===== config.mk =====
export PLATFORM = sky130hd
export DESIGN_NAME = sargantana_ifill_responder
export DESIGN_NICKNAME = d
export VERILOG_FILES = /design/src/rtl/sargantana_ifill_responder.sv
export SDC_FILE = /design/constraint.sdc
export NUM_CORES = 1
export LEC_CHECK = 0
export ABC_AREA = 1
export BUFFER_PORTS_ARGS = -buffer_cell sky130_fd_sc_hd__buf_4
export CORE_ASPECT_RATIO = 1.1
export CORE_MARGIN = 2
export CORE_UTILIZATION = 45
export CTS_BUF_LIST = sky130_fd_sc_hd__clkbuf_4
export DETAILED_ROUTE_END_ITERATION = 12
export PLACE_DENSITY_LB_ADDON = 0.08
export SYNTH_ARGS = -nofsm -noshare
export SYNTH_HDL_FRONTEND = slang
export SYNTH_SLANG_ARGS = --single-unit

===== constraint.sdc =====
create_clock -name clk_i -period 3 [get_ports clk_i]
set_input_delay 0.3 -clock clk_i [delete_from_list [all_inputs] [get_ports clk_i]]
set_output_delay 0.3 -clock clk_i [all_outputs]
set_load 0.01 [all_outputs]

===== src/rtl/sargantana_ifill_responder.sv =====
// icache iFill responder: fetches a line as NBEATS memory beats and returns it in one resp cycle.
// Optional one-entry last-line buffer enabled by defining IFILL_LINE_BUF_EN.
module sargantana_ifill_responder #(
  parameter int PADDR_WIDTH = 40,
  parameter int LINE_WIDTH  = 256,
  parameter int BEAT_WIDTH  = 64
) (
  input  logic                   clk_i,
  input  logic                   rst_i,
  input  logic                   flush_i,
  input  logic                   ifill_req_valid_i,
  input  logic [PADDR_WIDTH-1:0] ifill_req_paddr_i,
  output logic                   ifill_resp_valid_o,
  output logic [LINE_WIDTH-1:0]  ifill_resp_data_o,
  output logic                   ifill_resp_xcpt_o,
  output logic                   ifill_busy_o,
  output logic                   mem_req_valid_o,
  input  logic                   mem_req_ready_i,
  output logic [PADDR_WIDTH-1:0] mem_req_addr_o,
  input  logic                   mem_rvalid_i,
  input  logic [BEAT_WIDTH-1:0]  mem_rdata_i,
  input  logic                   mem_rerr_i
);
  localparam int OFF    = $clog2(LINE_WIDTH/8);
  localparam int NBEATS = LINE_WIDTH/BEAT_WIDTH;
  localparam int CW     = $clog2(NBEATS);
  localparam int TW     = PADDR_WIDTH-OFF;

  localparam logic [2:0] IDLE    = 3'd0;
  localparam logic [2:0] REQ     = 3'd1;
  localparam logic [2:0] COLLECT = 3'd2;
  localparam logic [2:0] RESP    = 3'd3;
  localparam logic [2:0] DONE    = 3'd4;

  logic [2:0]                             state_q;
  logic [TW-1:0]                          tag_q;
  logic [CW-1:0]                          cnt_q;
  logic                                   kill_q, err_q;
  logic [NBEATS-1:0][BEAT_WIDTH-1:0]      line_q, line_nxt;
  logic [LINE_WIDTH-1:0]                  resp_data_q;
  logic                                   resp_xcpt_q;
  logic                                   last_beat, kill_nxt, err_nxt;
  logic                                   buf_hit;
  logic [LINE_WIDTH-1:0]                  buf_line;
  logic [TW-1:0]                          req_tag;

  assign req_tag = ifill_req_paddr_i[PADDR_WIDTH-1:OFF];

  // Line as it will look once the beat arriving this cycle is written.
  always_comb begin
    line_nxt        = line_q;
    line_nxt[cnt_q] = mem_rdata_i;
  end

  assign last_beat = mem_rvalid_i && (cnt_q == CW'(NBEATS-1));
  assign kill_nxt  = kill_q | ~ifill_req_valid_i;
  assign err_nxt   = err_q | (mem_rvalid_i & mem_rerr_i);

`ifdef IFILL_LINE_BUF_EN
  logic                  buf_valid_q, flush_seen_q, buf_wr;
  logic [TW-1:0]         buf_tag_q;
  logic [LINE_WIDTH-1:0] buf_data_q;
  logic [OFF-1:0]        unused_low;

  assign unused_low = ifill_req_paddr_i[OFF-1:0];
  assign buf_hit    = buf_valid_q && !flush_i && (buf_tag_q == req_tag);
  assign buf_line   = buf_data_q;
  // Killed fills still refresh the buffer; a flush seen anywhere in COLLECT vetoes the write.
  assign buf_wr     = (state_q == COLLECT) && last_beat && !err_nxt && !flush_seen_q && !flush_i;

  always_ff @(posedge clk_i) begin
    if (rst_i) begin
      buf_valid_q  <= 1'b0;
      flush_seen_q <= 1'b0;
      buf_tag_q    <= '0;
      buf_data_q   <= '0;
    end else begin
      if (flush_i)     buf_valid_q <= 1'b0;
      else if (buf_wr) buf_valid_q <= 1'b1;
      if (buf_wr) begin
        buf_tag_q  <= tag_q;
        buf_data_q <= line_nxt;
      end
      if (state_q == IDLE)                    flush_seen_q <= 1'b0;
      else if (state_q == COLLECT && flush_i) flush_seen_q <= 1'b1;
    end
  end
`else
  logic [OFF:0] unused_in;

  assign unused_in = {flush_i, ifill_req_paddr_i[OFF-1:0]};
  assign buf_hit   = 1'b0;
  assign buf_line  = '0;
`endif

  always_ff @(posedge clk_i) begin
    if (rst_i) begin
      state_q     <= IDLE;
      tag_q       <= '0;
      cnt_q       <= '0;
      kill_q      <= 1'b0;
      err_q       <= 1'b0;
      line_q      <= '0;
      resp_data_q <= '0;
      resp_xcpt_q <= 1'b0;
    end else begin
      case (state_q)
        IDLE: if (ifill_req_valid_i) begin
          if (buf_hit) begin
            resp_data_q <= buf_line;
            resp_xcpt_q <= 1'b0;
            state_q     <= RESP;
          end else begin
            tag_q   <= req_tag;
            kill_q  <= 1'b0;
            err_q   <= 1'b0;
            state_q <= REQ;
          end
        end
        // Request is never retracted once raised; a kill only suppresses the response.
        REQ: begin
          kill_q <= kill_nxt;
          if (mem_req_ready_i) begin
            cnt_q   <= '0;
            state_q <= COLLECT;
          end
        end
        COLLECT: begin
          kill_q <= kill_nxt;
          if (mem_rvalid_i) begin
            line_q <= line_nxt;
            cnt_q  <= cnt_q + CW'(1);
            err_q  <= err_nxt;
            if (last_beat) begin
              if (kill_nxt) begin
                state_q <= DONE;
              end else begin
                resp_data_q <= line_nxt;
                resp_xcpt_q <= err_nxt;
                state_q     <= RESP;
              end
            end
          end
        end
        RESP:    state_q <= DONE;
        DONE:    state_q <= IDLE;
        default: state_q <= IDLE;
      endcase
    end
  end

  assign ifill_resp_valid_o = (state_q == RESP);
  assign ifill_resp_data_o  = resp_data_q;
  assign ifill_resp_xcpt_o  = resp_xcpt_q;
  assign ifill_busy_o       = (state_q != IDLE);
  assign mem_req_valid_o    = (state_q == REQ);
  assign mem_req_addr_o     = {tag_q, {OFF{1'b0}}};

endmodule


== Word level (Yosys, flattened, before mapping) ==
Index checks and enable logic that the tools add are counted.

* Bits in registers: 555
* Bits in latches: 0
* RAM bits: 0
* Memory bits (read-only): 0
* Input bits: 111
* Output and inout bits: 300
* Logic and storage cells: 58
* Memories kept: 0

* $add $sub $neg: 1
* $mul: 0
* Div/mod/pow operators: 0
* Order comparisons: 2
* Equal/unequal tests: 8
* Shifts and indexed selects: 0
* Mux-type cells: 16
* Bitwise gates (word level): 5
* Reductions and logical operators: 15

{| class="wikitable"
|+ Operators with widths
! cell !! number
|-
| 256-bit bitwise mux || 1
|-
| 64-bit demux with 2-bit select || 1
|-
| 64-bit two-way mux || 1
|-
| 3-bit two-way mux || 5
|-
| 3-bit one-hot mux with 4 select lines || 1
|-
| 4-bit AND reduction || 2
|-
| 3-bit by 2-bit equality test with 1-bit output (second input constant) || 2
|-
| 2-bit inequality test (second input constant) || 3
|-
| 2-bit AND reduction || 3
|-
| 3-bit AND reduction || 2
|-
| 2-bit nonzero test || 3
|-
| 2-bit two-way mux || 2
|-
| 1-bit one-hot mux with 2 select lines || 2
|-
| 2-bit one-hot mux with 2 select lines || 1
|-
| 3-bit by 1-bit equality test with 1-bit output (second input constant) || 1
|-
| 3-bit logical NOT || 1
|-
| 2-bit by 3-bit < comparator with 1-bit output (second input constant) || 1
|-
| 3-bit nonzero test || 1
|-
| 2-bit by 1-bit adder with 2-bit output (second input constant) || 1
|-
| 2-bit equality test (second input constant) || 1
|-
| 2-bit by 1-bit greater-or-equal comparator with 1-bit output (second input constant) || 1
|-
| 1-bit logical AND || 2
|-
| 1-bit two-way mux || 2
|-
| 2-bit by 1-bit inequality test with 1-bit output (second input constant) || 1
|-
| 4 further kinds || 6
|}

== Logic depth before layout (Yosys ltp) ==
* Depth after elaboration: 6
* Mapped depth: 9
* Mapped depth without buffers: 8

== Least setup slack after synthesis ==
OpenSTA, ideal clock, no wires.

* Kind: reg-to-reg
* Start: register cnt_q[0]
* End: register line_q[128] (netlist name)
* Arrival time: 1501 ps
* Required time: 2872 ps
* Slack: 1371 ps
* Stages on the path, launching flop included: 9
* Path through: dfxtp_1 > inv_1 > ha_1 > buf_2 > buf_2 > clkbuf_1 > o21ai_0 > o21ai_0 > a21oi_1

* Cells in the longest elaborated chain, start to end: 5

{| class="wikitable"
|+ Ends and longest elaborated chain
! what !! RTL line !! text
|-
| start: declaration || 37 || <nowiki>logic [CW-1:0] cnt_q;</nowiki>
|-
| start signal: assignment || 132 || <nowiki>cnt_q <= cnt_q + CW'(1);</nowiki>
|-
| 2-bit by 3-bit < comparator with 1-bit output (implied by the code) or 2-bit by 1-bit greater-or-equal comparator with 1-bit output (tied branches) || 52 || <nowiki>line_nxt[cnt_q] = mem_rdata_i;</nowiki>
|-
| 1-bit logical AND (implied by the code) || 52 ||
|-
| 64-bit two-way mux (implied by the code) || 52 ||
|-
| 64-bit demux with 2-bit select * || 52 ||
|-
| 256-bit bitwise mux * || 52 ||
|-
| end signal: assignment || 131 || <nowiki>line_q <= line_nxt;</nowiki>
|-
| end: declaration || 39 || <nowiki>logic [NBEATS-1:0][BEAT_WIDTH-1:0] line_q, line_nxt;</nowiki>
|}

Every way passes the cells marked *; elsewhere a longest branch is shown, timed or not.
A chain may end at the register's enable or synchronous reset.

== Worst setup path in the final report ==
* Start: register cnt_q[0]
* End: register resp_data_q[26], in the netlist ifill_resp_data_o[26]

* Cells in the longest elaborated chain, start to end: 5

{| class="wikitable"
|+ Ends and longest elaborated chain
! what !! RTL line !! text
|-
| 2-bit by 3-bit < comparator with 1-bit output (implied by the code) or 2-bit by 1-bit greater-or-equal comparator with 1-bit output (tied branches) || 52 ||
|-
| 1-bit logical AND (implied by the code) || 52 ||
|-
| 64-bit two-way mux (implied by the code) || 52 ||
|-
| 64-bit demux with 2-bit select || 52 ||
|-
| 256-bit bitwise mux || 52 ||
|-
| end signal: assignment || 110 || <nowiki>resp_data_q <= buf_line;</nowiki>
|-
| end signal: assignment || 138 || <nowiki>resp_data_q <= line_nxt;</nowiki>
|-
| end: declaration || 40 || <nowiki>logic [LINE_WIDTH-1:0] resp_data_q;</nowiki>
|}

Parallel ways exist; a longest one is shown, timed or not.

==> results by group <==
Worst hold path
  • Min-Delay Path Class: input pin to register
  • Hold Startpoint: ifill_req_paddr_i[30]
  • Hold endpoint: tag_q[25]
  • Hold Path Depth: 4

Place
  • Hpwl dp: roughly 38000 µm
  • Post-Place Setup Slack: 0.353 ns
  • Input/output buffers: ~400
  • Placed Instances: 3863
  • RePlAce Congestion: 0.800

Power
  • P_sw: 6.56 mW
  • Worst VDD drop: 0.604 mV
  • Clock Power Share: 32.9%
  • Switching portion of total power: 32.9%
  • P_int: between 10 and 15 mW
  • Comb pwr share: 24.9%
  • Reg power frac: 42.2%
  • Total Power: 19.9 mW
  • Static leakage: 11.3 nW
  • PwrDens: 707 nW/µm²

STA
  • Slew headroom: 39.8%
  • Fin crit period: between 2 and 3 ns
  • Final worst slack: 0.228 ns
  • Setup total negative slack: 0 ns
  • Setup Skew: 0.0458 ns
  • Max Freq: around 0.36 GHz
  • Final Hold Vio Count: 0
  • RSZ-0062 raised after global routing: no
  • Final Cycle Share: 92.4%
  • Final Max Tran Viols: 0
  • Worst Tran Pin Value: 0.902 ns
  • Final setup viols: 0

Clocking
  • Root buf cell: clkbuf_4
  • CTS clk-pin slew, worst paths: 0.06 ns
  • Max H-tree Level: 4
  • Num CTS Buffers: around 150
  • Worst-Skew Late Latency: 0.97 ns
  • Clk sinks: between 500 and 600
  • CTS tree: done
  • Clock Path Buffers: 3
  • Post-CTS Resized: 0

Synthesis
  • Top cells by area, synth: dfxtp_1 51%, o21ai_0 14%, nor2_1 8.9%
  • Synth area leader: dfxtp_1
  • #FFs+latches synth: about 560
  • Mapped Cells: 3023
  • Seq/Total Area, Yosys: 50.5%
  • Yosys top cell area share: 50.5%
  • Syn Std Cell Area: between 20000 and 25000 µm²
  • Avg Inst Size Synth: 7.27 µm²
  • Yosys warns: 0
  • Cell variety after synth: 23

Route
  • WL final: ~62000 µm
  • Via/cell ratio: 5.03
  • Post-DRT Antenna Nets: 0
  • Initial drt markers: 1450
  • DR pass1 iterations: 5
  • DRC viols: 0
  • WL/cell: ~15 µm
  • Vias: 21200

Die
  • Initial core utilization: between 40% and 50%
  • IO Count: slightly above 400
  • # rows: 84
  • Die W: 215 µm
  • Die area: 50700 µm²
  • Die Span Y: around 240 µm
  • Core footprint: 48000 µm²

Worst setup path
  • Startpoint Class: register
  • Worst path required time: 3.87 ns
  • Worst Path Arrival: around 3.6 ns
  • Worst-path maximum fanout: ~180
  • R2r endpoint: ifill_resp_data_o[26]
  • Worst r2r src: cnt_q[0]
  • Crit end category: register
  • Reg2Reg Setup Slack: approximately 0.23 ns
  • Worst R2R Path Depth: 8
  • Critical path type: register to register

GRT
  • Vias in the first global route: 19900
  • Initial antenna violation count: 1
  • Total track usage: 23.9%
  • GR Overflow Total: 0
  • Largest net degree at the start of global routing: 177
  • First-pass GRT wire length: ~99000 µm

Cells and area
  • Layout Cells excl Fill: 4221
  • Final core utilization: 58.7%
  • Area Overhead vs Synth: 28.3%
  • Share of layout cells above drive strength 1: about a fifth
  • Final nets: 3593

Run
  • Number of max-cap violations: 0

Status
  • Run status: complete, no violations
## registers in the layout, summed over array words and instances (netlist names)
name,flops
ifill_resp_data_o,256
ifill_resp_xcpt_o,1
state_q,3
cnt_q,2
kill_q,1
err_q,1
line_q,256
tag_q,35
## final cells by class
class | count | area (µm²)
diodes | 3 | 7.51
clock buffers | 219 | 1640
clock inverters | 25 | 173
fillers | 4550 | 19800
inverters | 306 | 1160
multi-input cells | 1925 | 8760
flip-flops and latches | 555 | 11100
well taps | 645 | 807
repair buffers | 543 | 4540
## per-stage QoR
| stage | cell area [µm²] | hold WS [ns] |
|---|---|---|
| 2_1_floorplan | 22000 | 0.369 |
| 3_3_place_gp | 25300 | 0.431 |
| 3_5_place_dp | 25300 | 0.439 |
| 4_1_cts | 28200 | 0.0308 |
| 5_1_grt | 28200 | 0.116 |
| 6_report | 28200 | 0.163 |
## cells by family (layout without fill, tap and decap cells)
group | count (synthesis) | after routing | synth area share (%)
compound gates | 1100 | 1100 | 25.0
fa+ha+maj | 4 | 4 | 0.228
buf+inv | 547 | 1093 | 10.1
flops | 555 | 555 | 50.5
other cells | 1 | 8 | 0.0171
simple gates | 816 | 816 | 14.1
## layer usage
metal / vias to the layer above / global-route usage (%) / wire (µm)
li1: 10800 / - / -
met1: 9820 / 30.0 / 27600
met2: 555 / 38.5 / 29100
met3: 98 / 6.82 / 3890
met4: 0 / 10.0 / 1560
met5: - / 0 / 0
## critical path, stage by stage (launching register included)
cell	delay, ns
dfxtp_1	0.37
ha_4	0.19
nand2_1	0.07
inv_1	0.07
nand3_4	0.12
buf_12	0.54
buf_4	0.76
o21ai_0	0.20
nor2_1	0.12
## what timing repair did
item / 4_1_cts / 5_1_grt
endpoints found under the hold margin: 555 / 0
hold buffers: 111 / 0
setup buffers: 0 / 0
## Yosys cell counts, drive strengths merged
library cell,number
o21ai,805
dfxtp,555
nor2,524
inv,306
a21oi,294
nand2,278
clkbuf,168
buf,73
nand3,9
ha,4
nand4,2
nor3,2
a21o,1
conb,1
nand3b,1
## how the worst max path moves through the flow
stage / from / end / slack (ns)
after detailed placement: cnt_q[0] / ifill_resp_data_o[140] / 0.35
after CTS: cnt_q[0] / ifill_resp_data_o[26] / 0.33
after floorplan: cnt_q[0] / line_q[128] / 1.37
after global placement: cnt_q[0] / ifill_resp_data_o[214] / 0.40
after global routing: state_q[2] / err_q / 0.11
final: cnt_q[0] / ifill_resp_data_o[26] / 0.23
## power groups by stage
stage,clock [mW],sequential (mW),combinational (mW)
floorplan,0,8.57,3.22
global placement,0,8.54,4.61
detailed placement,0,8.56,4.77
CTS,6.77,8.40,4.96
global route,7.14,8.47,5.67
finish,6.57,8.40,4.97
## cell usage in the layout, fill, tap and decap left out
| master | synthesis | routed |
|---|---|---|
| o21ai_0 | 628 | 628 |
| nand2_8 | 0 | 1 |
| dlygate4sd3_1 | 0 | 111 |
| conb_1 | 1 | 5 |
| ha_4 | 0 | 4 |
| buf_4 | 31 | 417 |
| clkinv_1 | 0 | 13 |
| nand3_4 | 0 | 1 |
| bufinv_16 | 0 | 3 |
| dfxtp_1 | 555 | 555 |
| nand3_2 | 1 | 1 |
| nand2_1 | 276 | 276 |
| clkbuf_4 | 0 | 219 |
| inv_2 | 2 | 10 |
| nor2_1 | 522 | 522 |
| diode_2 | 0 | 3 |
| a21oi_1 | 294 | 294 |
| nand2_2 | 2 | 1 |
| nand3_1 | 8 | 7 |
| nor2_4 | 1 | 1 |
| inv_8 | 0 | 2 |
| buf_12 | 0 | 15 |
| nor2_2 | 1 | 1 |
| o21ai_1 | 177 | 177 |
| inv_1 | 304 | 303 |
| nand4_1 | 2 | 2 |
| nand3b_1 | 1 | 1 |
| nor3_1 | 2 | 2 |
| a21o_1 | 1 | 1 |
No activity file was read; power rests on OpenSTA's default activity.
